==> src/rtl/axis_mm_pkg.sv <==
// Shared state encoding and width helpers for the matrix-multiply stream controller.
package axis_mm_pkg;

  typedef enum logic [2:0] {IDLE, LOAD, START, WAIT, DRAIN} state_t;

  function automatic int d_dw(input int width, input int chunk, input int cores);
    return width * chunk * cores;
  endfunction

  function automatic int w_dw(input int width, input int chunk);
    return width * chunk;
  endfunction

  function automatic int addr_w(input int depth);
    return (depth > 1) ? $clog2(depth) : 1;
  endfunction

endpackage

==> src/rtl/axis_mm_obuf.sv <==
// Result buffer between the BRAM read port and the result stream: data plus last, depth DEPTH.
// Flop-based storage, so a write is visible at the output one cycle later; in_rdy counts a same-cycle pop.
module axis_mm_obuf
  import axis_mm_pkg::*;
#(
  parameter int DW    = 128,
  parameter int DEPTH = 2,
  localparam int CW   = $clog2(DEPTH + 1),
  localparam int PW   = addr_w(DEPTH)
) (
  input  logic          clk,
  input  logic          rst_n,
  input  logic [DW-1:0] in_dat,
  input  logic          in_last,
  input  logic          in_vld,
  output logic          in_rdy,
  output logic [DW-1:0] out_dat,
  output logic          out_last,
  output logic          out_vld,
  input  logic          out_rdy,
  output logic [CW-1:0] count
);

  logic [DW:0]   mem [DEPTH];
  logic [PW-1:0] rd_ptr;
  logic [PW-1:0] wr_ptr;
  logic          push;
  logic          pop;

  function automatic logic [PW-1:0] ptr_inc(input logic [PW-1:0] p);
    return (p == PW'(DEPTH - 1)) ? '0 : p + PW'(1);
  endfunction

  assign out_vld             = (count != '0);
  assign pop                 = out_vld && out_rdy;
  assign in_rdy              = (count != CW'(DEPTH)) || out_rdy;
  assign push                = in_vld && in_rdy;
  assign {out_last, out_dat} = mem[rd_ptr];

  always_ff @(posedge clk or negedge rst_n) begin
    if (!rst_n) begin
      rd_ptr <= '0;
      wr_ptr <= '0;
      count  <= '0;
      for (int i = 0; i < DEPTH; i++) begin
        mem[i] <= '0;
      end
    end else begin
      if (push) begin
        mem[wr_ptr] <= {in_last, in_dat};
        wr_ptr      <= ptr_inc(wr_ptr);
      end
      if (pop) begin
        rd_ptr <= ptr_inc(rd_ptr);
      end
      case ({push, pop})
        2'b10:   count <= count + CW'(1);
        2'b01:   count <= count - CW'(1);
        default: count <= count;
      endcase
    end
  end

endmodule

==> src/rtl/axis_mm_stream_ctrl.sv <==
// Loads weight/input streams into the core BRAMs, kicks the core, then drains results to AXI-Stream.
// Load writes are zero-latency; first result beat RD_LATENCY+1 cycles into DRAIN; full m_axis backpressure.
module axis_mm_stream_ctrl
  import axis_mm_pkg::*;
#(
  parameter int WIDTH      = 16,
  parameter int CHUNK_SIZE = 4,
  parameter int NUM_CORES  = 2,
  parameter int W_WORDS    = 6,
  parameter int I_WORDS    = 6,
  parameter int O_WORDS    = 9,
  parameter int RD_LATENCY = 1,
  localparam int D_DW      = d_dw(WIDTH, CHUNK_SIZE, NUM_CORES),
  localparam int W_DW      = w_dw(WIDTH, CHUNK_SIZE),
  localparam int WAW       = addr_w(W_WORDS),
  localparam int IAW       = addr_w(I_WORDS),
  localparam int OAW       = addr_w(O_WORDS)
) (
  input  logic              aclk,
  input  logic              aresetn,
  input  logic              enable,
  input  logic              cfg_reuse_w,
  input  logic [W_DW-1:0]   s_axis_w_tdata,
  input  logic              s_axis_w_tvalid,
  input  logic              s_axis_w_tlast,
  output logic              s_axis_w_tready,
  input  logic [D_DW-1:0]   s_axis_i_tdata,
  input  logic              s_axis_i_tvalid,
  input  logic              s_axis_i_tlast,
  output logic              s_axis_i_tready,
  output logic [D_DW-1:0]   m_axis_tdata,
  output logic              m_axis_tvalid,
  output logic              m_axis_tlast,
  input  logic              m_axis_tready,
  output logic              wb_ena,
  output logic [W_DW/8-1:0] wb_wea,
  output logic [WAW-1:0]    wb_addra,
  output logic [W_DW-1:0]   wb_dina,
  output logic              in_ena,
  output logic [D_DW/8-1:0] in_wea,
  output logic [IAW-1:0]    in_addra,
  output logic [D_DW-1:0]   in_dina,
  output logic              top_start,
  input  logic              top_done,
  output logic              out_enb,
  output logic [OAW-1:0]    out_addrb,
  input  logic [D_DW-1:0]   out_doutb,
  output logic              busy,
  output logic              frame_done,
  output logic              err_tlast
);

  localparam int OB_DEPTH = RD_LATENCY + 1;
  localparam int OB_CW    = $clog2(OB_DEPTH + 1);
  localparam int WCW      = addr_w(W_WORDS + 1);
  localparam int ICW      = addr_w(I_WORDS + 1);
  localparam int OCW      = addr_w(O_WORDS + 1);

  state_t                state;
  state_t                state_nxt;
  logic [WCW-1:0]        w_cnt;
  logic [ICW-1:0]        i_cnt;
  logic [OCW-1:0]        rd_cnt;
  logic                  skip_w;
  logic                  w_loaded;
  logic                  w_hs;
  logic                  i_hs;
  logic                  w_done_nxt;
  logic                  i_done_nxt;
  logic                  load_done;
  logic                  issue;
  logic                  credit_ok;
  logic                  pop;
  logic                  last_hs;
  logic [RD_LATENCY-1:0] rd_pipe;
  logic [RD_LATENCY-1:0] last_pipe;
  logic                  ob_in_rdy;
  logic [OB_CW-1:0]      ob_count;

  // ---------------- load side ----------------
  assign s_axis_w_tready = (state == LOAD) && !skip_w && (w_cnt < WCW'(W_WORDS));
  assign s_axis_i_tready = (state == LOAD) && (i_cnt < ICW'(I_WORDS));
  assign w_hs            = s_axis_w_tready && s_axis_w_tvalid;
  assign i_hs            = s_axis_i_tready && s_axis_i_tvalid;

  assign wb_ena   = w_hs;
  assign wb_wea   = {(W_DW/8){w_hs}};
  assign wb_addra = w_hs ? w_cnt[WAW-1:0] : '0;
  assign wb_dina  = w_hs ? s_axis_w_tdata : '0;
  assign in_ena   = i_hs;
  assign in_wea   = {(D_DW/8){i_hs}};
  assign in_addra = i_hs ? i_cnt[IAW-1:0] : '0;
  assign in_dina  = i_hs ? s_axis_i_tdata : '0;

  // Completion includes this cycle's handshake so START lands one cycle after the last beat.
  assign w_done_nxt = skip_w || (w_cnt == WCW'(W_WORDS))
                    || (w_hs && (w_cnt == WCW'(W_WORDS - 1)));
  assign i_done_nxt = (i_cnt == ICW'(I_WORDS)) || (i_hs && (i_cnt == ICW'(I_WORDS - 1)));
  assign load_done  = w_done_nxt && i_done_nxt;

  // ---------------- drain side ----------------
  assign pop       = m_axis_tvalid && m_axis_tready;
  assign credit_ok = (int'(ob_count) + $countones(rd_pipe) - int'(pop)) < OB_DEPTH;
  assign issue     = (state == DRAIN) && (rd_cnt < OCW'(O_WORDS)) && credit_ok && ob_in_rdy;
  assign out_enb   = issue;
  assign out_addrb = issue ? rd_cnt[OAW-1:0] : '0;
  assign last_hs   = (state == DRAIN) && pop && m_axis_tlast;
  assign busy      = (state != IDLE);

  axis_mm_obuf #(
    .DW    (D_DW),
    .DEPTH (OB_DEPTH)
  ) u_obuf (
    .clk      (aclk),
    .rst_n    (aresetn),
    .in_dat   (out_doutb),
    .in_last  (last_pipe[RD_LATENCY-1]),
    .in_vld   (rd_pipe[RD_LATENCY-1]),
    .in_rdy   (ob_in_rdy),
    .out_dat  (m_axis_tdata),
    .out_last (m_axis_tlast),
    .out_vld  (m_axis_tvalid),
    .out_rdy  (m_axis_tready),
    .count    (ob_count)
  );

  // ---------------- FSM ----------------
  always_ff @(posedge aclk or negedge aresetn) begin
    if (!aresetn) begin
      state <= IDLE;
    end else begin
      state <= state_nxt;
    end
  end

  always_comb begin
    state_nxt = state;
    top_start = 1'b0;
    unique case (state)
      IDLE:    if (enable) state_nxt = LOAD;
      LOAD:    if (load_done) state_nxt = START;
      START: begin
        top_start = 1'b1;
        state_nxt = WAIT;
      end
      WAIT:    if (top_done) state_nxt = DRAIN;
      DRAIN:   if (last_hs) state_nxt = IDLE;
      default: state_nxt = IDLE;
    endcase
  end

  // ---------------- counters and flags ----------------
  always_ff @(posedge aclk or negedge aresetn) begin
    if (!aresetn) begin
      w_cnt      <= '0;
      i_cnt      <= '0;
      rd_cnt     <= '0;
      skip_w     <= 1'b0;
      w_loaded   <= 1'b0;
      err_tlast  <= 1'b0;
      frame_done <= 1'b0;
      rd_pipe    <= '0;
      last_pipe  <= '0;
    end else begin
      frame_done <= last_hs;
      rd_pipe    <= (rd_pipe << 1) | RD_LATENCY'(issue);
      last_pipe  <= (last_pipe << 1) | RD_LATENCY'(issue && (rd_cnt == OCW'(O_WORDS - 1)));
      if (state == IDLE && enable) begin
        skip_w <= cfg_reuse_w && w_loaded;
        w_cnt  <= '0;
        i_cnt  <= '0;
        rd_cnt <= '0;
      end
      if (w_hs) w_cnt <= w_cnt + WCW'(1);
      if (i_hs) i_cnt <= i_cnt + ICW'(1);
      if (issue) rd_cnt <= rd_cnt + OCW'(1);
      if (state == LOAD && load_done && !skip_w) w_loaded <= 1'b1;
      // Framing comes from the parameters; tlast is only checked against them.
      if (w_hs && (s_axis_w_tlast != (w_cnt == WCW'(W_WORDS - 1)))) err_tlast <= 1'b1;
      if (i_hs && (s_axis_i_tlast != (i_cnt == ICW'(I_WORDS - 1)))) err_tlast <= 1'b1;
      if (last_hs) begin
        w_cnt  <= '0;
        i_cnt  <= '0;
        rd_cnt <= '0;
      end
    end
  end

endmodule

==> config.mk <==
export PLATFORM = sky130hd
export DESIGN_NAME = axis_mm_stream_ctrl
export DESIGN_NICKNAME = d
export VERILOG_FILES = /design/src/rtl/axis_mm_pkg.sv /design/src/rtl/axis_mm_obuf.sv /design/src/rtl/axis_mm_stream_ctrl.sv
export SDC_FILE = /design/constraint.sdc
export NUM_CORES = 1
export LEC_CHECK = 0
export ABC_CLOCK_PERIOD_IN_PS = 3900
export BUFFER_PORTS_ARGS = -buffer_cell sky130_fd_sc_hd__buf_2
export CORE_AREA = 2 2 270 272
export DETAILED_ROUTE_END_ITERATION = 7
export DIE_AREA = 0 0 272 274
export GPL_TIMING_DRIVEN = 1
export PLACE_DENSITY = 0.52
export SYNTH_ARGS = -nofsm -noshare
export SYNTH_HDL_FRONTEND = slang
export SYNTH_HIERARCHICAL = 1
export SYNTH_SLANG_ARGS = --single-unit
export TNS_END_PERCENT = 30
==> constraint.sdc <==
create_clock -name aclk -period 3.9 [get_ports aclk]
set_input_delay 0.585 -clock aclk [delete_from_list [all_inputs] [get_ports aclk]]
set_output_delay 0.585 -clock aclk [all_outputs]
set_load 0.005 [all_outputs]
==> results.toml <==
[die]
die_height_um = 274
design.die.area_sq_um = 74500
io_pins = 695
start_util_pct = 20.9
dieWidth_um = 272
row_count = 99
floorplan.core_area_sq_um = 72000

[clock_network]
htree_num_levels = 2
clock_sink_count = 281
cts_made_buffers = 35
clock_transition_time_at_the_flip_flop_clock_pins_of_the_worst_setup_and_hold_paths_ns = 0.06
ctsLongestPathBuffers = 3
clockRootBuffer = "sky130_fd_sc_hd__clkbuf_16"
worstSkewPairLatency_ns = 0.54
cts_tree = "done"
post-cts-setup-buffers = 0

[setup_path]
crit-reg2reg-launch = "u_obuf/count[1]$_DFFE_PN0P_"
critPathLaunchType = "flop"
worst-setup-path-type = "reg2out"
worst_setup_path_end_kind = "output pin"
critical_path_arrival_ns = 3.17
critPathBufInv = 2
cpLargestDelayFamily = "simple AND/OR/NAND/NOR gates"
ff2ff_path_depth = 9
worst_reg2reg_path_endpoint = "rd_cnt[3]$_DFFE_PN0P_"
critical_path.max_fanout = 8
worstPathRequired_ns = 3.31
cp_slowest_cell = "sky130_fd_sc_hd__dfrtp_1"
cp_slowest_stage_delay_ns = 0.47
rrSetupSlack_ns = 1.07
path_cells = "or2_2, and2_1, ha_1, nand2b_1, fa_1, xnor2_2, a32oi_1, buf_4, nor3_1, buf_2"

[cells_and_area]
syn_to_final_growth_pct = 36.6
final-seq-area_sq_um = 7040
combined_area_of_the_multi_input_logic_cells_sq_um = 7200
layout_common_cells = "693 x sky130_fd_sc_hd__buf_2, 280 x sky130_fd_sc_hd__dfrtp_1, 208 x sky130_fd_sc_hd__mux2_4, 198 x sky130_fd_sc_hd__and2_1, 181 x sky130_fd_sc_hd__mux2_2"
ratio_of_cells_with_drive_above_1_in_the_final_layout_pct = 66.3
fin_nets = 2092
num-fill-cells = 7498
layout.cells.most_common = "sky130_fd_sc_hd__buf_2"

[power]
power-per-cell-area_nw_per_um2 = 492
power.static_leakage_nw = 11.0
irDropWorstVdd_uv = 340

[synth]
synthXorXnorAreaFrac_pct = 0.467
synth.lib_cells_used.distinct = 51
synth_seq_cells = 281
prevailing_post_synth_register_cell = "sky130_fd_sc_hd__dfrtp_1"
synth-simple-area-share_pct = 10.4
synthesis.area_per_instance_sq_um = 13.9
synthMuxAreaShare_pct = 34.5
dominant_combinational_cell_family_by_area_after_synthesis = "multiplexers"
synth_adder_area_share_pct = 1.13
syn_nets = 1423
synthesis.yosys.warnings = 6
postSynthCellCount = 1080
part_of_the_yosys_area_used_for_sequential_elements_pct = 46.8
synth_enable_flop_cells = 0
synth_compound_area_share_pct = 1.36
synth-async-reset-ratio_pct = 100
mapped_cell_area_sq_um = 15000

[global_routing]
grt_remaining_overflow = 0
grt.total_usage_pct = 15.5
grt_antenna_before_repair = 14
grt_max_degree = 139
wire_length_of_the_first_global_routing_pass_mm = 84.5
grt_pass1_vias = 11700

[timing]
finClkSkew_ns = 0.0214
final.min_clock_period_ns = 3.76
grt_setup_unrepaired = "no"
fmax_mhz = 266
final_min_period_over_clock_period_pct = 96.3
hold_ws_ns = 0.198
finalSetupViolations = 0
worstMarginPinSlew_ns = 1.07
timing_hold_violations_final = 0
worst_slew_margin_rel_pct = 28.6
sum_of_negative_setup_slack_ns = 0
setup_ws_post_layout_ns = 0.143
slew_viol_final = 0

[route]
post_detailed_route_wirelength_per_cell_um = 22.1
final_antenna_net_count = 0
firstDrtPassIters = 4
drt-vias-per-instance = 4.03
first_iter_violations = 498
drcViolationCount = 0
dr_total_vias = 11100
wire_length_reported_by_the_detailed_router_mm = 60.6

[placement]
dp_hpwl_mm = 48.0
io_buffers = 694
placement.setup.worst_slack_ns = 0.693
routabilityCongestion = 0.973

[run_status]
run_status = "complete, no violations"

[job]
timing.max_cap.violations = 0

[worst_hold_path]
min_path_type = "in2async"
[through the flow]
stage               power, W  utilization [%]  cell area, sq um  instances
finish                0.0101             28.5             20500       2741
global route          0.0106             28.5             20500       2737
CTS                   0.0103             28.5             20500       2732
detailed placement   0.00681             26.8             19300       2671
global placement     0.00678             26.8             19300       2671
floorplan            0.00538                -             15000       1080
[state kept, by name (all words and copies together), names as in the netlist]
register and count:
err_tlast 1, frame_done 1, i_cnt 3, last_pipe 1, rd_cnt 4, rd_pipe 1
skip_w 1, state 3, u_obuf/count 2, u_obuf/mem 258, u_obuf/rd_ptr 1, u_obuf/wr_ptr 1
w_cnt 3, w_loaded 1
[cell type report]
type | instances | area share (%)
multi-input combinational | 693 | 35.1
sequential | 281 | 34.3
timing repair buffer | 723 | 18.6
tap | 959 | 5.85
clock buffer | 51 | 5.06
clock inverter | 10 | 0.695
inverter | 15 | 0.274
antenna | 9 | 0.110
[how the worst max path moves through the flow]
stage	startpoint	end	cells after the start
finish	u_obuf/count[1]$_DFFE_PN0P_	out_addrb[1]	10
global route	u_obuf/count[1]$_DFFE_PN0P_	out_addrb[1]	10
CTS	u_obuf/count[1]$_DFFE_PN0P_	out_addrb[1]	10
detailed placement	u_obuf/count[1]$_DFFE_PN0P_	out_addrb[1]	10
global placement	u_obuf/count[1]$_DFFE_PN0P_	out_addrb[1]	10
floorplan	u_obuf/count[1]$_DFFE_PN0P_	out_enb	8
[cells in the mapped netlist, types with 5 or more instances]
library cell,count,area share [%]
sky130_fd_sc_hd__o21ai_0,5,0.17
sky130_fd_sc_hd__buf_6,37,2.8
sky130_fd_sc_hd__ha_1,12,1.0
sky130_fd_sc_hd__mux2_2,181,14
sky130_fd_sc_hd__and2_1,198,8.2
sky130_fd_sc_hd__buf_2,10,0.33
sky130_fd_sc_hd__nand3_1,8,0.27
sky130_fd_sc_hd__clkbuf_1,14,0.35
sky130_fd_sc_hd__inv_1,14,0.35
sky130_fd_sc_hd__nor2_1,9,0.22
sky130_fd_sc_hd__a21oi_1,7,0.23
sky130_fd_sc_hd__buf_4,26,1.3
sky130_fd_sc_hd__nand2_1,8,0.20
sky130_fd_sc_hd__dfrtp_1,281,47
sky130_fd_sc_hd__nor3_1,6,0.20
sky130_fd_sc_hd__xnor2_1,6,0.35
sky130_fd_sc_hd__mux2_4,208,21
[power breakdown]
part / internal [W] / switching, W
combinational: 0.00162 / 0.00163
clock: 0.00205 / 0.00127
sequential: 0.00320 / 0.000319
[layer usage]
layer  routed length [um]  track usage [%]
met1                27000             21.0
met2                26400             23.1
met3                 5660             5.53
met4                 1490             4.55
met5                   66                0
[kinds of logic (layout without fill, tap and decap cells)]
| group | count (synthesis) | after routing |
|---|---|---|
| other | 0 | 9 |
| muxes | 391 | 391 |
| xor gates and xnor gates | 8 | 8 |
| buffers and inverters | 106 | 799 |
| adders and majority gates | 13 | 13 |
| DFF | 281 | 281 |
| and+or+nand+nor | 251 | 251 |
| AOI/OAI and AO/OA | 30 | 30 |
[timing repair]
action / CTS / global route
setup endpoints to repair: 0 / 1
resized for setup: 0 / 1
hold buffers: 0 / 0
Note: power is estimated with default switching activity, not from simulation.
